--- src/rtl/sram_arb2_if.sv ---
// sram_arb2_if: bundle of the two requester ports and the shared SRAM port.
//   m0_* / m1_* : request (valid/ready/write/addr/wdata/wstrb) and read response (rvalid/rdata)
//   sram_*      : single-port SRAM request and combinational read data
// Modports: slave = arbiter side, master = requesters + SRAM side.
interface sram_arb2_if;
  localparam int unsigned ADDR_W = 32;
  localparam int unsigned DATA_W = 32;
  localparam int unsigned STRB_W = 4;

  logic              m0_req_valid;
  logic              m0_req_ready;
  logic              m0_req_write;
  logic [ADDR_W-1:0] m0_req_addr;
  logic [DATA_W-1:0] m0_req_wdata;
  logic [STRB_W-1:0] m0_req_wstrb;
  logic              m0_rvalid;
  logic [DATA_W-1:0] m0_rdata;

  logic              m1_req_valid;
  logic              m1_req_ready;
  logic              m1_req_write;
  logic [ADDR_W-1:0] m1_req_addr;
  logic [DATA_W-1:0] m1_req_wdata;
  logic [STRB_W-1:0] m1_req_wstrb;
  logic              m1_rvalid;
  logic [DATA_W-1:0] m1_rdata;

  logic              sram_req_valid;
  logic              sram_req_write;
  logic [ADDR_W-1:0] sram_req_addr;
  logic [DATA_W-1:0] sram_req_wdata;
  logic [STRB_W-1:0] sram_req_wstrb;
  logic [DATA_W-1:0] sram_rdata;

  modport slave (
    input  m0_req_valid, m0_req_write, m0_req_addr, m0_req_wdata, m0_req_wstrb,
    input  m1_req_valid, m1_req_write, m1_req_addr, m1_req_wdata, m1_req_wstrb,
    input  sram_rdata,
    output m0_req_ready, m0_rvalid, m0_rdata,
    output m1_req_ready, m1_rvalid, m1_rdata,
    output sram_req_valid, sram_req_write, sram_req_addr, sram_req_wdata, sram_req_wstrb
  );

  modport master (
    output m0_req_valid, m0_req_write, m0_req_addr, m0_req_wdata, m0_req_wstrb,
    output m1_req_valid, m1_req_write, m1_req_addr, m1_req_wdata, m1_req_wstrb,
    output sram_rdata,
    input  m0_req_ready, m0_rvalid, m0_rdata,
    input  m1_req_ready, m1_rvalid, m1_rdata,
    input  sram_req_valid, sram_req_write, sram_req_addr, sram_req_wdata, sram_req_wstrb
  );
endinterface

--- src/rtl/sram_arb2.sv ---
// sram_arb2: two-requester arbiter sharing one single-port SRAM.
//   clk, rst_n : clock, asynchronous active-low reset
//   bus        : sram_arb2_if.slave (m0/m1 request + response ports, SRAM port)
// Grant and SRAM request are combinational; read responses are registered.
// A per-port wait counter forces a grant after STARVE_LIMIT blocked cycles.
// Option: define SRAM_ARB_RR_EN for round-robin contention; otherwise port 0
// has fixed priority and no pointer flop is built.
module sram_arb2 #(
  parameter int unsigned STARVE_LIMIT = 8
) (
  input logic        clk,
  input logic        rst_n,
  sram_arb2_if.slave bus
);
  localparam int unsigned CNT_W  = 8;
  localparam int unsigned DATA_W = 32;
  localparam logic [CNT_W-1:0] LIMIT = CNT_W'(STARVE_LIMIT);

  logic [CNT_W-1:0]  wait0_q, wait1_q;
  logic              rvalid0_q, rvalid1_q;
  logic [DATA_W-1:0] rdata0_q, rdata1_q;
  logic              grant0, grant1;
  logic              starve0, starve1;

  assign starve0 = (wait0_q == LIMIT);
  assign starve1 = (wait1_q == LIMIT);

`ifdef SRAM_ARB_RR_EN
  // Pointer holds the port preferred on the next contention (0 after reset).
  logic ptr_q, ptr_d;

  always_ff @(posedge clk or negedge rst_n) begin
    if (!rst_n) ptr_q <= 1'b0;
    else        ptr_q <= ptr_d;
  end

  // Next pointer: the port that did not just win; unchanged without an accept.
  always_comb begin
    ptr_d = ptr_q;
    if (grant0)      ptr_d = 1'b1;
    else if (grant1) ptr_d = 1'b0;
  end
`endif

  // Grant: sole requester, then a lone starved port, then the base policy.
  always_comb begin
    grant0 = 1'b0;
    grant1 = 1'b0;
    if (bus.m0_req_valid && !bus.m1_req_valid) begin
      grant0 = 1'b1;
    end else if (!bus.m0_req_valid && bus.m1_req_valid) begin
      grant1 = 1'b1;
    end else if (bus.m0_req_valid && bus.m1_req_valid) begin
      if (starve0 != starve1) begin
        grant0 = starve0;
        grant1 = starve1;
      end else begin
`ifdef SRAM_ARB_RR_EN
        grant0 = !ptr_q;
        grant1 = ptr_q;
`else
        grant0 = 1'b1;
`endif
      end
    end
  end

  // SRAM mux: winner's fields, all zero when idle.
  always_comb begin
    bus.sram_req_valid = grant0 | grant1;
    bus.sram_req_write = 1'b0;
    bus.sram_req_addr  = '0;
    bus.sram_req_wdata = '0;
    bus.sram_req_wstrb = '0;
    if (grant0) begin
      bus.sram_req_write = bus.m0_req_write;
      bus.sram_req_addr  = bus.m0_req_addr;
      bus.sram_req_wdata = bus.m0_req_wdata;
      bus.sram_req_wstrb = bus.m0_req_wstrb;
    end else if (grant1) begin
      bus.sram_req_write = bus.m1_req_write;
      bus.sram_req_addr  = bus.m1_req_addr;
      bus.sram_req_wdata = bus.m1_req_wdata;
      bus.sram_req_wstrb = bus.m1_req_wstrb;
    end
  end

  assign bus.m0_req_ready = grant0;
  assign bus.m1_req_ready = grant1;

  // Wait counters: count blocked cycles, saturate at the limit, clear otherwise.
  always_ff @(posedge clk or negedge rst_n) begin
    if (!rst_n) begin
      wait0_q <= '0;
      wait1_q <= '0;
    end else begin
      if (!bus.m0_req_valid || grant0) wait0_q <= '0;
      else if (!starve0)               wait0_q <= wait0_q + CNT_W'(1);
      if (!bus.m1_req_valid || grant1) wait1_q <= '0;
      else if (!starve1)               wait1_q <= wait1_q + CNT_W'(1);
    end
  end

  // Read response: capture SRAM data on an accepted read, valid for one cycle.
  always_ff @(posedge clk or negedge rst_n) begin
    if (!rst_n) begin
      rvalid0_q <= 1'b0;
      rvalid1_q <= 1'b0;
      rdata0_q  <= '0;
      rdata1_q  <= '0;
    end else begin
      rvalid0_q <= grant0 && !bus.m0_req_write;
      rvalid1_q <= grant1 && !bus.m1_req_write;
      if (grant0 && !bus.m0_req_write) rdata0_q <= bus.sram_rdata;
      if (grant1 && !bus.m1_req_write) rdata1_q <= bus.sram_rdata;
    end
  end

  assign bus.m0_rvalid = rvalid0_q;
  assign bus.m1_rvalid = rvalid1_q;
  assign bus.m0_rdata  = rdata0_q;
  assign bus.m1_rdata  = rdata1_q;
endmodule

--- src/flat_wrapper.sv ---
// flat-port wrapper written by rule: the top's interface ports become plain ports
module sram_arb2_flat 
#(
  parameter int unsigned STARVE_LIMIT = 8
)
  (clk, rst_n, bus_m0_req_valid, bus_m0_req_write, bus_m0_req_addr, bus_m0_req_wdata, bus_m0_req_wstrb, bus_m1_req_valid, bus_m1_req_write, bus_m1_req_addr, bus_m1_req_wdata, bus_m1_req_wstrb, bus_sram_rdata, bus_m0_req_ready, bus_m0_rvalid, bus_m0_rdata, bus_m1_req_ready, bus_m1_rvalid, bus_m1_rdata, bus_sram_req_valid, bus_sram_req_write, bus_sram_req_addr, bus_sram_req_wdata, bus_sram_req_wstrb);
  sram_arb2_if bus_i ();
  input logic clk;
  input logic rst_n;
  input wire logic [$bits(bus_i.m0_req_valid)-1:0] bus_m0_req_valid;
  input wire logic [$bits(bus_i.m0_req_write)-1:0] bus_m0_req_write;
  input wire logic [$bits(bus_i.m0_req_addr)-1:0] bus_m0_req_addr;
  input wire logic [$bits(bus_i.m0_req_wdata)-1:0] bus_m0_req_wdata;
  input wire logic [$bits(bus_i.m0_req_wstrb)-1:0] bus_m0_req_wstrb;
  input wire logic [$bits(bus_i.m1_req_valid)-1:0] bus_m1_req_valid;
  input wire logic [$bits(bus_i.m1_req_write)-1:0] bus_m1_req_write;
  input wire logic [$bits(bus_i.m1_req_addr)-1:0] bus_m1_req_addr;
  input wire logic [$bits(bus_i.m1_req_wdata)-1:0] bus_m1_req_wdata;
  input wire logic [$bits(bus_i.m1_req_wstrb)-1:0] bus_m1_req_wstrb;
  input wire logic [$bits(bus_i.sram_rdata)-1:0] bus_sram_rdata;
  output wire logic [$bits(bus_i.m0_req_ready)-1:0] bus_m0_req_ready;
  output wire logic [$bits(bus_i.m0_rvalid)-1:0] bus_m0_rvalid;
  output wire logic [$bits(bus_i.m0_rdata)-1:0] bus_m0_rdata;
  output wire logic [$bits(bus_i.m1_req_ready)-1:0] bus_m1_req_ready;
  output wire logic [$bits(bus_i.m1_rvalid)-1:0] bus_m1_rvalid;
  output wire logic [$bits(bus_i.m1_rdata)-1:0] bus_m1_rdata;
  output wire logic [$bits(bus_i.sram_req_valid)-1:0] bus_sram_req_valid;
  output wire logic [$bits(bus_i.sram_req_write)-1:0] bus_sram_req_write;
  output wire logic [$bits(bus_i.sram_req_addr)-1:0] bus_sram_req_addr;
  output wire logic [$bits(bus_i.sram_req_wdata)-1:0] bus_sram_req_wdata;
  output wire logic [$bits(bus_i.sram_req_wstrb)-1:0] bus_sram_req_wstrb;
  assign bus_i.m0_req_valid = bus_m0_req_valid;
  assign bus_i.m0_req_write = bus_m0_req_write;
  assign bus_i.m0_req_addr = bus_m0_req_addr;
  assign bus_i.m0_req_wdata = bus_m0_req_wdata;
  assign bus_i.m0_req_wstrb = bus_m0_req_wstrb;
  assign bus_i.m1_req_valid = bus_m1_req_valid;
  assign bus_i.m1_req_write = bus_m1_req_write;
  assign bus_i.m1_req_addr = bus_m1_req_addr;
  assign bus_i.m1_req_wdata = bus_m1_req_wdata;
  assign bus_i.m1_req_wstrb = bus_m1_req_wstrb;
  assign bus_i.sram_rdata = bus_sram_rdata;
  assign bus_m0_req_ready = bus_i.m0_req_ready;
  assign bus_m0_rvalid = bus_i.m0_rvalid;
  assign bus_m0_rdata = bus_i.m0_rdata;
  assign bus_m1_req_ready = bus_i.m1_req_ready;
  assign bus_m1_rvalid = bus_i.m1_rvalid;
  assign bus_m1_rdata = bus_i.m1_rdata;
  assign bus_sram_req_valid = bus_i.sram_req_valid;
  assign bus_sram_req_write = bus_i.sram_req_write;
  assign bus_sram_req_addr = bus_i.sram_req_addr;
  assign bus_sram_req_wdata = bus_i.sram_req_wdata;
  assign bus_sram_req_wstrb = bus_i.sram_req_wstrb;
  sram_arb2 #(.STARVE_LIMIT(STARVE_LIMIT)) u_core (.clk(clk), .rst_n(rst_n), .bus(bus_i));
endmodule
--- config.mk ---
export PLATFORM = sky130hd
export DESIGN_NAME = sram_arb2_flat
export DESIGN_NICKNAME = d
export VERILOG_FILES = /design/src/rtl/sram_arb2_if.sv /design/src/rtl/sram_arb2.sv /design/src/flat_wrapper.sv
export SDC_FILE = /design/constraint.sdc
export NUM_CORES = 1
export LEC_CHECK = 0
export CAP_MARGIN = 20
export CORE_MARGIN = 8
export CORE_UTILIZATION = 30
export CTS_CLUSTER_DIAMETER = 120
export DETAILED_ROUTE_END_ITERATION = 7
export HOLD_SLACK_MARGIN = 0.08
export PLACE_DENSITY = 0.87
export REMOVE_ABC_BUFFERS = 1
export SYNTH_ARGS = -nofsm -noshare
export SYNTH_HDL_FRONTEND = slang
export SYNTH_SLANG_ARGS = --single-unit
export TNS_END_PERCENT = 50
--- constraint.sdc ---
create_clock -name clk -period 2.7 [get_ports clk]
set_input_delay 0.54 -clock clk [delete_from_list [all_inputs] [get_ports clk]]
set_output_delay 0.54 -clock clk [all_outputs]
set_load 0.02 [all_outputs]
======== Yosys cells after proc, flatten, opt, wreduce, memory -nomap -nowiden ========
Index checks and enable logic that the tools add are counted.
storage, ports and cells
  flip-flop bits (word level) ............. 82
  logic and storage cells ................. 45
operators by class
  add/subtract/negate cells ............... 2
  equality and inequality tests ........... 5
  multiplexer cells ....................... 20
  bitwise logic cells ..................... 1
  reductions and logical operators ........ 11
operators with widths
  kind                   number
  $mux W32               4
  $mux W8                4
  $add A8 B1 Y8 const B  2
  $eq A8 B4 Y1 const B   2
  $mux W1                10
  $mux W4                2
  $logic_and A1 B1 Y1    5
  $logic_not A1 Y1       4
  $ne A2 B2 Y1 const B   2
  $logic_or A1 B1 Y1     2
  $ne A1 B1 Y1           1
  $or A1 B1 Y1           1

======== Depth between registers and ports, before layout ========
Gate-level depths: netlist of run 1.
  depth in word-level cells ............... 8
  gate-level depth with buffers ........... 7
  mapped depth without buffers ............ 6

======== Worst setup path before layout of run 1 ========
OpenSTA, ideal clock, no wires.
  path kind ............................... flip-flop to output port
  start point ............................. register u_core.wait1_q[0]
  end point ............................... output port bus_sram_req_addr[0]
  data arrival time ....................... 2.181 ns
  required time ........................... 2.160 ns
  slack ................................... -0.021 ns
  cell stages (with the launch flop) ...... 8
  path buffers ............................ 1
  cell sequence ........................... dfrtp_1 inv_1 ha_1 nor4b_1 o311ai_2 a21boi_1 clkbuf_1 a22o_1
on the way
  longest elaborated chain between the ends .. 8
  elaborated cells on any way between the ends .. 12
ends and longest elaborated chain
  element                   RTL line            RTL
  start: declaration        sram_arb2.sv:19     logic [CNT_W-1:0] wait0_q, wait1_q;
  start signal: assignment  sram_arb2.sv:100    else if (!starve1) wait1_q <= wait1_q + CNT_W'(1);
  $eq A8 B4 Y1 *            sram_arb2.sv:26     assign starve1 = (wait1_q == LIMIT);
  $ne A1 B1 Y1              sram_arb2.sv:54     if (starve0 != starve1) begin
  $mux W1                   sram_arb2.sv:54
  $mux W1                   sram_arb2.sv:53     end else if (bus.m0_req_valid && bus.m1_req_valid) begin
  $mux W1                   sram_arb2.sv:51     end else if (!bus.m0_req_valid && bus.m1_req_valid) begin
  $mux W1                   sram_arb2.sv:49     if (bus.m0_req_valid && !bus.m1_req_valid) begin
  $mux W32                  sram_arb2.sv:80     end else if (grant1) begin
  $mux W32 *                sram_arb2.sv:75     if (grant0) begin
  end: declaration          flat_wrapper.sv:29  output wire logic [$bits(bus_i.sram_req_addr)-1:0] bus_sram_req_addr;
Every way passes the cells marked *; elsewhere a longest branch is shown, timed or not.

======== Worst setup path in the final report of run 1 ========
  start point ............................. register u_core.wait0_q[4]
  end point ............................... output port bus_sram_req_wdata[30]
on the way
  longest elaborated chain between the ends .. 8
  elaborated cells on any way between the ends .. 12
ends and longest elaborated chain
  element                   RTL line            RTL
  start: declaration        sram_arb2.sv:19
  start signal: assignment  sram_arb2.sv:98     else if (!starve0) wait0_q <= wait0_q + CNT_W'(1);
  $eq A8 B4 Y1 *            sram_arb2.sv:25     assign starve0 = (wait0_q == LIMIT);
  $ne A1 B1 Y1              sram_arb2.sv:54
  $mux W1                   sram_arb2.sv:54
  $mux W1                   sram_arb2.sv:53
  $mux W1                   sram_arb2.sv:51
  $mux W1                   sram_arb2.sv:49
  $mux W32                  sram_arb2.sv:80
  $mux W32 *                sram_arb2.sv:75
  end: declaration          flat_wrapper.sv:30  output wire logic [$bits(bus_i.sram_req_wdata)-1:0] bus_sram_req_wdata;
Marked as above.

==> results of run 1 <==
## final cells by class
cell class | count | area [sq um]
clock buffers | 9 | 225
clock inverters | 7 | 109
fillers | 1053 | 4860
inverters | 5 | 18.8
multi-input cells | 199 | 1930
flip-flops and latches | 82 | 2050
well taps | 176 | 220
repair buffers | 357 | 3720
## metrics by stage
step | area (sq um) | hold slack [ns]
CTS | 8150 | 0.246
finish | 8270 | 0.235
global route | 8270 | 0.250
global placement | 7520 | 0.489
floorplan | 3860 | 0.244
detailed placement | 7550 | 0.494
## state kept, by name, summed over array words and instances, names as in the netlist
name,flops
u_core.bus.m0_rvalid,1
u_core.wait0_q,8
u_core.bus.m1_rvalid,1
u_core.wait1_q,8
u_core.bus.m1_rdata,32
u_core.bus.m0_rdata,32
## cells by family (layout without fill, tap and decap cells)
| family | after synthesis | count (layout) | synth area share |
|---|---|---|---|
| adder cells (fa/ha/maj) | 4 | 4 | 0.0125 |
| multiplexers | 65 | 65 | 0.183 |
| AO/OA/AOI/OAI | 76 | 76 | 0.172 |
| XOR/XNOR | 12 | 12 | 0.0263 |
| buffers and inverters | 27 | 378 | 0.0376 |
| AND/OR/NAND/NOR | 42 | 42 | 0.0539 |
| flip-flops | 82 | 82 | 0.514 |
## what timing repair did
action,CTS,global route
buffers inserted,6,4
resized for setup,332,21
setup endpoints to repair,71,72
pin swaps,12,32
hold buffers,0,0
gates cloned,4,2
## worst max-delay path, stage by stage (launching register included)
cell       delay, ns
dfrtp_1         0.38
or4_4           0.55
o311a_4         0.34
a21boi_4        0.21
buf_6           0.15
buf_12          0.12
clkbuf_16       0.14
a22o_1          0.14
buf_6           0.13
## where the power goes
| part | switching, mW | leakage [nW] | total, mW | internal, mW |
|---|---|---|---|---|
| Sequential | 0.0878 | 1.00 | 1.48 | 1.39 |
| Clock | 0.523 | 0.164 | 1.35 | 0.831 |
| Combinational | 0.702 | 2.45 | 1.59 | 0.891 |
| Total | 1.31 | 3.61 | 4.43 | 3.12 |
## cell usage in the layout (no fill, tap or decap), types with 9 or more instances in the layout
cell	n
clkdlybuf4s50_1	238
clkbuf_16	11
xor2_1	9
dfrtp_1	82
a22o_1	60
mux2_2	65
buf_4	42
nand3_1	9
a22o_4	9
buf_12	10
nor2_1	15
buf_6	54
## worst paths after layout
path	from	endpoint	slack (ns)	cells after the start
hold reg to reg	u_core.bus.m0_rdata[21]$_DFFE_PN0P_	u_core.bus.m0_rdata[21]$_DFFE_PN0P_	0.51	1
setup reg to reg	u_core.wait1_q[1]$_DFFE_PN0P_	u_core.bus.m1_rdata[11]$_DFFE_PN0P_	0.04	10
hold / removal	rst_n	u_core.bus.m0_rdata[8]$_DFFE_PN0P_	0.23	2
max in group asynchronous	rst_n	u_core.wait1_q[1]$_DFFE_PN0P_	2.14	2
setup / recovery	u_core.wait0_q[4]$_DFFE_PN0P_	bus_sram_req_wdata[30]	-0.34	8
min in group clk	u_core.bus.m0_rdata[21]$_DFFE_PN0P_	u_core.bus.m0_rdata[21]$_DFFE_PN0P_	0.51	1
## layer usage
layer,part of all wire,vias to the layer above,global-route usage
li1,-,1852,-
met1,0.39,1999,0.235
met2,0.51,179,0.369
met3,0.074,40,0.0716
met4,0.024,0,0.0542
met5,0,-,0
==> flow_summary.toml, run 1 <==
[final_layout]
syn2layout_area_growth_pct = 107
nets = 832
antennaDiodeCount = 0
fin_util = 0.630
drive_gt1_frac = 0.331
instances_no_fill = 835

[route]
routed-via-count = 4070
post_drt_wl_per_cell_um = 22.8
ant_nets = 0
dr.pass1.iters = 4
vias_per_cell = 4.87
drtIter0Drc = 213
wl_um = 19100
drc = 0

[logic_synthesis]
synth_edf_count = 0
yosys.area.top_type = "dfrtp_1"
synthFlopType = "dfrtp_1"
ys_warn_count = 0
synth-seq-cells = 82
synth.most_common_cell = "dfrtp_1"
syn_area_sq_um = 3990
synthTopCellsByCount = "dfrtp_1, a22o_1, mux2_2"
syn_area_per_cell_sq_um = 13.0
synth.distinct_cells = 30
synth_top_cell_area_share = 0.514
synth_area_leaders = "dfrtp_1, mux2_2, a22o_1"
synth_cells = 308
ys_async_sr_fraction = 1.00
synth_seq_area_share = 0.514

[timing]
relSlewSlack = 0.524
worst_slew_pin_slew_ns = 0.712
finalCritPeriodShare = 1.13
setup_viol = 71
setup_tns_ns = -19.53
fin_skew_ns = 0.00551
slew_viol_final = 0
period_minus_slack_ns = 3.04
hold_viol_final = 0
rsz0062_at_grt = "true"
max_freq_mhz = 329
final.setup.worst_slack_ns = -0.341

[power]
p_per_area_nw_per_um2 = 535
ir_drop_mv = 0.535
power_mw = 4.43
power_leakage_nw = 3.61

[floorplanning]
start_util = 0.304
die_area_sq_um = 17300
io_pins = 312
core-area_sq_um = 13100
rows = 42
die_w_um = 131
dieHeight_um = 131

[placed_design]
dpl.hpwl_um = 14700
gp_congestion = 0.921
dp_cells = 805
portBuffers = 311
pre_cts_ws_ns = -0.455

[grt]
grt_pass1_wl_um = 27800
grt_usage = 0.209
grt_pass1_vias = 4442
grt_start_max_net_pins = 83
grt-ovfl-total = 0
antenna_found_initial = 0

[clocking]
clk_latency_ns = 0.33
cts_buffers = 9
cts_root_buffer = "clkbuf_16"
cts_sinks = 82
clockBufferDepth = 2
cts_htree_levels = 3
clk_pin_slew_ns = 0.07
tritoncts = "yes"

[worst_setup_path]
cp_max_fo = 4
cp-end-kind = "output port"
crit_type = "flip-flop to output port"
cp.required_ns = 2.16
cp.arrival_ns = 2.50
worst_setup_path_start_kind = "flip-flop"

[status]
status = "finished, violations left"
failed_checks = "setup timing"

[min_path]
hp-class = "input pin to async pin"

[run]
cap_violations = 0
(Power assumes the default switching activity.)
==> run 2: changes to the inputs <==
- HOLD_SLACK_MARGIN: 0.08 -> 0.03
- SETUP_SLACK_MARGIN: default -> 0.02
==> run 2 against run 1 <==
The run still ends with setup timing left; worst setup slack worse by 0.017 ns; global-route usage unchanged; flip-flop and latch count unchanged; critical endpoint unchanged; cell area is 0.95% higher; routed wire length is 1.4% higher; critical path depth is the same; clock skew barely moved.
==> flow_summary.toml, run 2 (synthesis results as in run 1) <==
[floorplanning]
core-area_sq_um = 13100
io_pins = 312
dieHeight_um = 131
die_area_sq_um = 17300
start_util = 0.304
rows = 42
die_w_um = 131

[clocking]
clk_latency_ns = 0.33
clk_pin_slew_ns = 0.07
cts_htree_levels = 3
cts_root_buffer = "clkbuf_16"
postCtsHoldBufs = 0
tritoncts = "yes"
clockBufferDepth = 2
cts_sinks = 82
cts_buffers = 9

[worst_setup_path]
cp.arrival_ns = 2.52
cp-end-kind = "output port"
worst_setup_path_start_kind = "flip-flop"
crit_type = "flip-flop to output port"
cp_max_fo = 4
cp.required_ns = 2.16

[grt]
grt_start_max_net_pins = 83
grt_pass1_vias = 4442
grt-ovfl-total = 0
grt_usage = 0.209
grt_pass1_wl_um = 27800
antenna_found_initial = 1

[route]
dr.pass1.iters = 4
post_drt_wl_per_cell_um = 23.1
drtIter0Drc = 216
vias_per_cell = 4.84
routed-via-count = 4058
drc = 0
wl_um = 19300
ant_nets = 0

[final_layout]
final_cell_mix = "clkdlybuf4s50_1, dfrtp_1, mux2_2"
drive_gt1_frac = 0.336
nets = 834
multi_input_area_sq_um = 1940
fillers = 1036
final_common_cell = "clkdlybuf4s50_1"
seqCellArea_sq_um = 2050
fin_area_sq_um = 8350
syn2layout_area_growth_pct = 109
fin_util = 0.636

[timing]
period_minus_slack_ns = 3.06
final.setup.worst_slack_ns = -0.358
slew_viol_final = 0
relSlewSlack = 0.525
hold_ws_ns = 0.237
max_freq_mhz = 327
rsz0062_at_grt = "true"
finalCritPeriodShare = 1.13
worst_slew_pin_slew_ns = 0.711
setup_viol = 71
hold_viol_final = 0
setup_tns_ns = -20.99
fin_skew_ns = 0.00550

[power]
switching_share = 0.297
power_leakage_nw = 3.65
p_per_area_nw_per_um2 = 532
p_seq_frac = 0.333
p_int_mw = 3.13
p_comb_frac = 0.362
ir_drop_mv = 0.535
clock_power_share = 0.305
power_switching_mw = 1.32

[status]
status = "finished, violations left"
failed_checks = "setup timing"

[placed_design]
dpl.hpwl_um = 14700
place_area_sq_um = 7550
pre_cts_ws_ns = -0.455
gp_congestion = 0.921
portBuffers = 311

[run]
cap_violations = 0

[min_path]
hp-class = "input pin to async pin"
==> run 2: cell count changes in the layout (fill, tap and decap cells not counted), sizes merged <==
cell | previous run | this run
buf | 115 | 116
clkbuf | 11 | 12
diode | 0 | 1
==> run 2: power by group through the flow <==
| stage | Clock [mW] | Sequential [mW] | Combinational, mW |
|---|---|---|---|
| final | 1.35 | 1.48 | 1.61 |
| after floorplan | 0 | 1.70 | 0.381 |
| after global routing | 1.43 | 1.50 | 1.68 |
| after global placement | 0 | 1.49 | 1.49 |
| after detailed placement | 0 | 1.50 | 1.51 |
| after CTS | 1.39 | 1.48 | 1.58 |
==> run 2: final cells by class <==
cell class	count	share of cell area
repair buffers	359	0.453
flip-flops and latches	82	0.246
multi-input cells	199	0.233
clock buffers	9	0.0270
well taps	176	0.0264
clock inverters	7	0.0130
inverters	5	0.00225
diodes	1	0.000300
==> run 2: worst paths after layout <==
check	from	end	slack (ns)	cells after the start
min in group clk	u_core.bus.m0_rdata[21]$_DFFE_PN0P_	u_core.bus.m0_rdata[21]$_DFFE_PN0P_	0.51	1
max	u_core.wait0_q[4]$_DFFE_PN0P_	bus_sram_req_wdata[30]	-0.36	8
max in group asynchronous	rst_n	u_core.bus.m1_rdata[18]$_DFFE_PN0P_	2.14	2
min	rst_n	u_core.bus.m0_rdata[8]$_DFFE_PN0P_	0.24	2
max reg2reg	u_core.wait1_q[1]$_DFFE_PN0P_	u_core.bus.m1_rdata[11]$_DFFE_PN0P_	0.04	10
min reg2reg	u_core.bus.m0_rdata[21]$_DFFE_PN0P_	u_core.bus.m0_rdata[21]$_DFFE_PN0P_	0.51	1
==> run 2: worst max-delay path, stage by stage, from the launching register on <==
cell       delay (ns)
dfrtp_1          0.38
or4_4            0.55
o311a_4          0.34
a21boi_4         0.22
buf_6            0.15
buf_12           0.12
clkbuf_16        0.14
a22o_1           0.15
buf_6            0.14
==> run 2: stage by stage <==
step           power (mW)  instances
5_1_grt              4.61        838
4_1_cts              4.45        831
6_report             4.45        838
3_3_place_gp         2.97        804
3_5_place_dp         3.01        805
2_1_floorplan        2.08        286
==> run 2: timing repair <==
item	in CTS	in global routing
pin swaps	12	28
endpoints found under the setup margin	71	72
gates resized for setup	332	27
setup buffers	6	4
cloned	4	3
==> run 2: layer usage <==
metal	GRT usage	up-vias	routed length, um
li1	-	1860	-
met1	0.235	1990	7490
met2	0.369	174	9910
met3	0.0716	34	1480
met4	0.0542	0	448
met5	0	-	0
==> run 3: changes to the inputs <==
- ABC_CLOCK_PERIOD_IN_PS: default -> 2700
- CTS_BUF_LIST: default -> sky130_fd_sc_hd__clkbuf_16
==> results of run 3 <==
Same layout as run 2: the final DEF is identical, and so are final timing and power.
